--- src/rtl/unsigned_approx_mul_pipe.sv ---
// Two-stage N x N unsigned multiplier with a per-transaction exact/approximate mode; the approximate mode truncates the low L rows of x.
// Latency 2 cycles. Valid/ready on both sides, with in_ready taken combinationally from out_ready (no skid buffer).
module unsigned_approx_mul_pipe #(
  parameter int N  = 8,
  parameter int L  = 2,
  parameter int CW = 16
) (
  input  logic            clk,
  input  logic            rst,
  input  logic            in_valid,
  output logic            in_ready,
  input  logic [N-1:0]    in_x,
  input  logic [N-1:0]    in_y,
  input  logic            in_exact,
  output logic            out_valid,
  input  logic            out_ready,
  output logic [2*N-1:0]  out_z,
  output logic            out_exact,
  input  logic            cnt_clr,
  output logic [CW-1:0]   approx_cnt
);

  localparam int W = 2 * N;

  logic          s1_en, s2_en;
  logic          s1_valid_q, s1_exact_q;
  logic [W-1:0]  s1_hi_d, s1_lo_d, s1_c_d;
  logic [W-1:0]  s1_hi_q, s1_lo_q, s1_c_q;
  logic          or_term;
  logic          out_valid_q, out_exact_q;
  logic [W-1:0]  out_z_d, out_z_q;
  logic [CW-1:0] cnt_d, cnt_q;

  assign s2_en    = !out_valid_q || out_ready;
  assign s1_en    = !s1_valid_q || s2_en;
  assign in_ready = s1_en;

  // hi: rows L..N-1, identical in both modes. lo: exact low rows. c: truncated low rows.
  always_comb begin
    s1_hi_d = (W'(in_y) * W'(in_x >> L)) << L;
    s1_lo_d = '0;
    s1_c_d  = '0;
    or_term = 1'b0;
    for (int i = 0; i < L; i++) begin
      for (int j = 0; j < N; j++) begin
        if (in_x[i] && in_y[j]) begin
          s1_lo_d = s1_lo_d + (W'(1) << (i + j));
          if (i + j >= N - 1) s1_c_d = s1_c_d + (W'(1) << (i + j));
          if (i + j == N - 2) or_term = 1'b1;
        end
      end
    end
    s1_c_d = s1_c_d + (W'(or_term) << (N - 1));
  end

  always_ff @(posedge clk or posedge rst) begin
    if (rst) begin
      s1_valid_q <= 1'b0;
      s1_exact_q <= 1'b0;
      s1_hi_q    <= '0;
      s1_lo_q    <= '0;
      s1_c_q     <= '0;
    end else if (s1_en) begin
      s1_valid_q <= in_valid;
      if (in_valid) begin
        s1_exact_q <= in_exact;
        s1_hi_q    <= s1_hi_d;
        s1_lo_q    <= s1_lo_d;
        s1_c_q     <= s1_c_d;
      end
    end
  end

  assign out_z_d = s1_hi_q + (s1_exact_q ? s1_lo_q : s1_c_q);

  always_ff @(posedge clk or posedge rst) begin
    if (rst) begin
      out_valid_q <= 1'b0;
      out_exact_q <= 1'b0;
      out_z_q     <= '0;
    end else if (s2_en) begin
      out_valid_q <= s1_valid_q;
      if (s1_valid_q) begin
        out_exact_q <= s1_exact_q;
        out_z_q     <= out_z_d;
      end
    end
  end

  always_comb begin
    cnt_d = cnt_q;
    if (cnt_clr) begin
      cnt_d = '0;
    end else if (out_valid_q && out_ready && !out_exact_q && (cnt_q != {CW{1'b1}})) begin
      cnt_d = cnt_q + CW'(1);
    end
  end

  always_ff @(posedge clk or posedge rst) begin
    if (rst) cnt_q <= '0;
    else     cnt_q <= cnt_d;
  end

  assign out_valid  = out_valid_q;
  assign out_exact  = out_exact_q;
  assign out_z      = out_z_q;
  assign approx_cnt = cnt_q;

endmodule
--- config.mk ---
export PLATFORM = sky130hd
export DESIGN_NAME = unsigned_approx_mul_pipe
export DESIGN_NICKNAME = d
export VERILOG_FILES = /design/src/rtl/unsigned_approx_mul_pipe.sv
export SDC_FILE = /design/constraint.sdc
export NUM_CORES = 1
export LEC_CHECK = 0
export BUFFER_PORTS_ARGS = -buffer_cell sky130_fd_sc_hd__clkbuf_2
export CELL_PAD_IN_SITES_DETAIL_PLACEMENT = 2
export CELL_PAD_IN_SITES_GLOBAL_PLACEMENT = 2
export CORE_ASPECT_RATIO = 1.75
export CORE_MARGIN = 2
export CORE_UTILIZATION = 38
export DETAILED_ROUTE_END_ITERATION = 8
export PLACE_DENSITY = 0.9
export SYNTH_ARGS = -nofsm -noshare
export SYNTH_HDL_FRONTEND = slang
export SYNTH_SLANG_ARGS = --single-unit
export TNS_END_PERCENT = 50
--- constraint.sdc ---
create_clock -name clk -period 4.4 [get_ports clk]
set_clock_uncertainty 0.15 [all_clocks]
set_input_delay 0.88 -clock clk [delete_from_list [all_inputs] [get_ports clk]]
set_output_delay 0.88 -clock clk [all_outputs]
set_load 0.02 [all_outputs]
# Yosys cells after proc, flatten, opt, wreduce, memory -nomap -nowiden
# Cells that the tools add are included.
dict set report classes {
  muxes 24
  n_reduce_logical 27
  n_eq_ne 1
  mul 1
  addsub 20
}
# op n
set ops {}
lappend ops {{16-bit 2-to-1 mux} 20}
lappend ops {{16-bit by 8-bit adder with 16-bit output, second input constant} 3}
lappend ops {{16-bit by 3-bit adder with 16-bit output, second input constant} 2}
lappend ops {{16-bit by 4-bit adder with 16-bit output, second input constant} 2}
lappend ops {{16-bit by 5-bit adder with 16-bit output, second input constant} 2}
lappend ops {{16-bit by 6-bit adder with 16-bit output, second input constant} 2}
lappend ops {{16-bit by 7-bit adder with 16-bit output, second input constant} 2}
lappend ops {{16-bit by 9-bit adder with 16-bit output, second input constant} 2}
lappend ops {{1-bit logical AND} 19}
lappend ops {{16-bit by 1-bit adder with 16-bit output, second input constant} 1}
lappend ops {{16-bit adder} 1}
lappend ops {{16-bit by 2-bit adder with 16-bit output, second input constant} 1}
lappend ops {{16-bit by 8-bit adder with 16-bit output} 1}
lappend ops {{16-bit != test, second input constant} 1}
lappend ops {{8-bit by 6-bit multiplier with 14-bit output} 1}
lappend ops {{8-bit 2-to-1 mux} 1}
lappend ops {{2-bit AND reduction} 2}
lappend ops {{1-bit by 2-bit adder with 3-bit output, second input constant} 1}
lappend ops {{1-bit logical NOT} 3}
lappend ops {{1-bit 2-to-1 mux} 3}
lappend ops {{1-bit logical OR} 2}
lappend ops {{2-bit nonzero test} 1}
dict set report word_totals {
  regBits 82
  inputBits 22
}

# Longest topological paths before layout
dict set report depth {
  word_depth 32
  mapped_depth 37
  ltp_nobuf 35
}

# Worst setup path after synthesis
# OpenSTA, ideal clock, no wires.
dict set report synth_timing {
  kind {input to register}
  from {input port in_x[0]}
  to {register s1_lo_q[9]}
  stages 37
  t_arrival_ns 7.456
  setup_ns 0.134
  setup_slack_ns -3.340
  path_cell_list {buf_2 > buf_1 > nand2_1 > inv_1 > ha_1 > nand3_1 > xnor2_2 > inv_2 > ha_1 > nand3_1 > xnor3_1 > ha_1 > and3_1 > xnor2_1 > ha_1 > and3_1 > xnor2_1 > ha_1 > and3_1 > xor3_1 > and4_1 > nor2_1 > ha_1 > and3_1 > nor2_1 > mux2_2 > o211a_1 > or2_2 > ha_1 > nand2_1 > o211ai_1 > o2bb2ai_1 > inv_1 > ha_1 > and3_1 > a21oi_1 > o31ai_1}
}
dict set report synth_via {
  elab_chain_len 32
  word_cells_on_any_way 39
}
# element line_no
set synth_lines {}
lappend synth_lines {{start, declared} 12} ;# input logic [N-1:0] in_x,
lappend synth_lines {{1-bit logical AND} 46} ;# if (in_x[i] && in_y[j]) begin
lappend synth_lines {{1-bit 2-to-1 mux} 46}
lappend synth_lines {{1-bit by 2-bit adder with 3-bit output} 47} ;# s1_lo_d = s1_lo_d + (W'(1) << (i + j));
lappend synth_lines {{16-bit 2-to-1 mux} 46}
lappend synth_lines {{16-bit by 3-bit adder with 16-bit output} 47}
lappend synth_lines {{16-bit 2-to-1 mux} 46}
lappend synth_lines {{16-bit by 4-bit adder with 16-bit output} 47}
lappend synth_lines {{16-bit 2-to-1 mux} 46}
lappend synth_lines {{[16 not listed]} -}
lappend synth_lines {{16-bit by 6-bit adder with 16-bit output} 47}
lappend synth_lines {{16-bit 2-to-1 mux (*)} 46}
lappend synth_lines {{16-bit by 7-bit adder with 16-bit output} 47}
lappend synth_lines {{16-bit 2-to-1 mux (*)} 46}
lappend synth_lines {{16-bit by 8-bit adder with 16-bit output} 47}
lappend synth_lines {{16-bit 2-to-1 mux (*)} 46}
lappend synth_lines {{16-bit by 9-bit adder with 16-bit output} 47}
lappend synth_lines {{16-bit 2-to-1 mux (*)} 46}
lappend synth_lines {{end signal, assigned} 68} ;# s1_lo_q <= s1_lo_d;
lappend synth_lines {{end, declared} 28} ;# logic [W-1:0] s1_hi_q, s1_lo_q, s1_c_q;
# Mark *: on every way between the ends. The rest lies on a longest branch, timed or not.
# A chain may end at the register's enable or synchronous reset.

# Worst setup path after layout
dict set report layout_timing {
  from {input port in_x[0]}
  to {register s1_lo_q[10]}
}
# Same word-level chain as after synthesis.

==> summary.md <==
| Metric | Value |
|---|---|
| Status | finished, violations left |
| Failing checks | negative setup slack |
| Largest net degree at the start of global routing | 45 |
| H-tree Lvls | 3 |
| Crit-path leading delay family | simple AND/OR/NAND/NOR gates |
| Final Slew Violations | 0 |
| Flop2flop setup slack | 0.30 ns |
| RSZ-0062 raised after global routing | yes |
| Core footprint | 16,400 sq um |
| Max_cap viols | 0 |
| CTS root buf | clkbuf_16 |
| Buffers on Ports | 56 |
| Setup crit start kind | input port |
| PD cells | 371 nW/um^2 |
| Ant diodes | 0 |
| Synth warn | 0 |
| Setup WS pre-CTS | -2.70 ns |
| Die width | 102 um |
| Area share of the largest cell type after synthesis | 27.6% |
| DRT antenna net count | 0 |
| Pre-Repair DR Iteration Count | 5 |
| Initial Utilization | 38.7% |
| Cells after Synth | 736 |
| Yosys cell types | 79 |
| Post-synthesis cell area | 6340 sq um |
| Post-synth EDFFs | 0 |
| Worst Hold Class | reg -> reg |
| Dpl cell area | 7900 sq um |
| GRT overflow | 0 |
| I/O pins | 57 |
| DRC viols | 0 |
| Critical Path AT | 7.31 ns |
| Ratio of cells with drive above 1 in the final layout | 35.3% |
| Avg WL per Cell | 33.8 um |
| R2R cell count | 16 |
| Synth Flop Type | dfrtp_1 |
| Initial antenna violation count | 0 |
| Worst setup path startpoint | in_x[0] |
| HPWL Detailed | 21,600 um |
| CP Class | in -> reg |
| R2r endpoint | out_z[14] |
| Buf+Inv Stages, Crit Path | 7 |
| Yosys top cell by area | dfrtp_1 |
| Crit-path max cell delay | 0.43 ns |
| Hold path start | s1_lo_q[13] |
| Slew @ Worst Pin | 1.07 ns |
| Post-Syn Nets | 832 |
| Global-route wire length before repair | 51,100 um |
| Sink Count | 70 |
| #FFs+latches synth | 70 |
| Tcrit/Tclk final | 163% |
| Worst-path clk slew | 0.06 ns |
| Crit. End Element | flop |
| Final instance area | 8760 sq um |
| Hold Buf Count CTS | 0 |
| Static Leakage | 4.20 nW |
| Vias in the first global route | 8,261 |
| Num CTS Buffers | 9 |
| Setup-failing EPs final | 13 |
| TritonCTS clock tree | yes |
| Peak VDD IR | 0.000225 V |
| Worst setup margin | -2.79 ns |
| WL final | 39,000 um |
| Crit-path max FO | 5 |
| P&R area growth vs syn | 38.2% |
| Critical path depth | 36 |
| Drt initial violations | 441 |
| Critical R2R Launch | s1_exact_q |
| Slew HR | 28.2% |
| Num rows | 62 |
| DIE HEIGHT | 175 um |
| Die area | 17,800 sq um |
| Crit path to | s1_lo_q[10] |
| Minimum clock period | 7.19 ns |
| Total track usage | 39.0% |
| Nets | 1,020 |
| Multi-input gate area | 4740 sq um |
| Area occupied by registers | 1750 sq um |
| Async set or reset register ratio after synthesis | 100% |
| Fillers | 1,697 |
| Clock Tree Buf Depth | 2 |
| RePlAce Congestion | 0.963 |
| Clk_lat worst skew | 0.35 ns |
| Fmax | 139 MHz |
| Critical Path RT | 4.52 ns |
| Worst path slowest cell | o21ai_0 |
| Synth top area cells | dfrtp_1, ha_1, fa_1 |
| Min-Delay Path Depth | 1 |
| Vias | 7,322 |
| Final hold vios | 0 |
| Sequential cell area fraction in the yosys report | 27.6% |
| Average size of a mapped cell | 8.61 sq um |
| Drt via density | 6.36 |
## cell usage after synthesis (20+ instances only)
cell type and instances:
a21oi_1 27, and2_1 41, clkbuf_1 20, dfrtp_1 70, fa_1 27, ha_1 47
inv_1 52, nand2_1 135, nand3_1 25, nor2_1 36, o21ai_0 41, xnor2_1 23
## cell families (layout without fill, tap and decap cells)
group | Yosys count | in the layout | synth area share (%)
xor gates and xnor gates | 45 | 45 | 7.09
and+or+nand+nor | 303 | 303 | 23.6
adders and majority gates | 74 | 74 | 17.8
muxes | 13 | 13 | 2.43
buffers and inverters | 86 | 278 | 5.35
DFF | 70 | 70 | 27.6
AOI/OAI and AO/OA | 145 | 145 | 16.1
## metal layers
layer | wire [um] | global-route usage (%) | share of wire (%)
met2 | 20200 | 72.4 | 52
met4 | 4480 | 30.6 | 11
met3 | 1830 | 4.88 | 4.7
met1 | 12500 | 36.8 | 32
met5 | 0 | 0 | 0
## power by group
part	total (mW)	internal (mW)	switching, mW	leakage [nW]
clock network	0.772	0.451	0.321	0.141
logic	1.59	0.607	0.979	3.15
registers	0.893	0.773	0.120	0.911
## area by class of cell
cell class,count,area share [%]
Tap cell,224,3.20
Clock inverter,4,0.543
Timing Repair Buffer,209,17.1
Inverter,54,2.34
Sequential cell,70,20.0
Multi-Input combinational cell,580,54.1
Clock buffer,11,2.77
## state kept, by name (all words and copies together), names as in the netlist
name / count
out_valid: 1
out_exact: 1
s1_c_q: 4
approx_cnt: 16
s1_valid_q: 1
out_z: 16
s1_lo_q: 16
s1_exact_q: 1
s1_hi_q: 14
## layout by cell type, fill, tap and decap left out, types with 22 or more instances in the layout
cell type and count:
buf_4 146, nand2_1 127, dfrtp_1 70, clkbuf_2 53, inv_1 49, and2_1 41
ha_1 38, o21ai_0 36, nor2_1 30, fa_1 23, nand3_1 22
## worst min-delay path by stage
stage	slack [ns]	end
floorplan	0.29	s1_lo_q[0]
global placement	0.30	s1_c_q[8]
detailed placement	0.34	out_z[10]
CTS	0.36	s1_hi_q[4]
global route	0.38	s1_lo_q[13]
finish	0.35	s1_lo_q[13]
## metrics by stage
step / hold slack [ns] / utilization, % / instances / total power [mW] / setup TNS [ns]
after floorplan: 0.289 / - / 736 / 1.57 / -12.51
after global placement: 0.303 / 48.3 / 1119 / 1.92 / -12.28
after detailed placement: 0.335 / 48.3 / 1119 / 2.10 / -17.81
after CTS: 0.356 / 52.0 / 1141 / 2.95 / -10.45
after global routing: 0.384 / 53.5 / 1152 / 3.33 / -17.21
final: 0.351 / 53.5 / 1152 / 3.25 / -16.82
## repair_timing
item                       CTS  global route
setup endpoints to repair   12            15
setup buffers                7            11
resized for setup           55            33
pin swaps                   23            11
No activity file was read; power rests on OpenSTA's default activity.
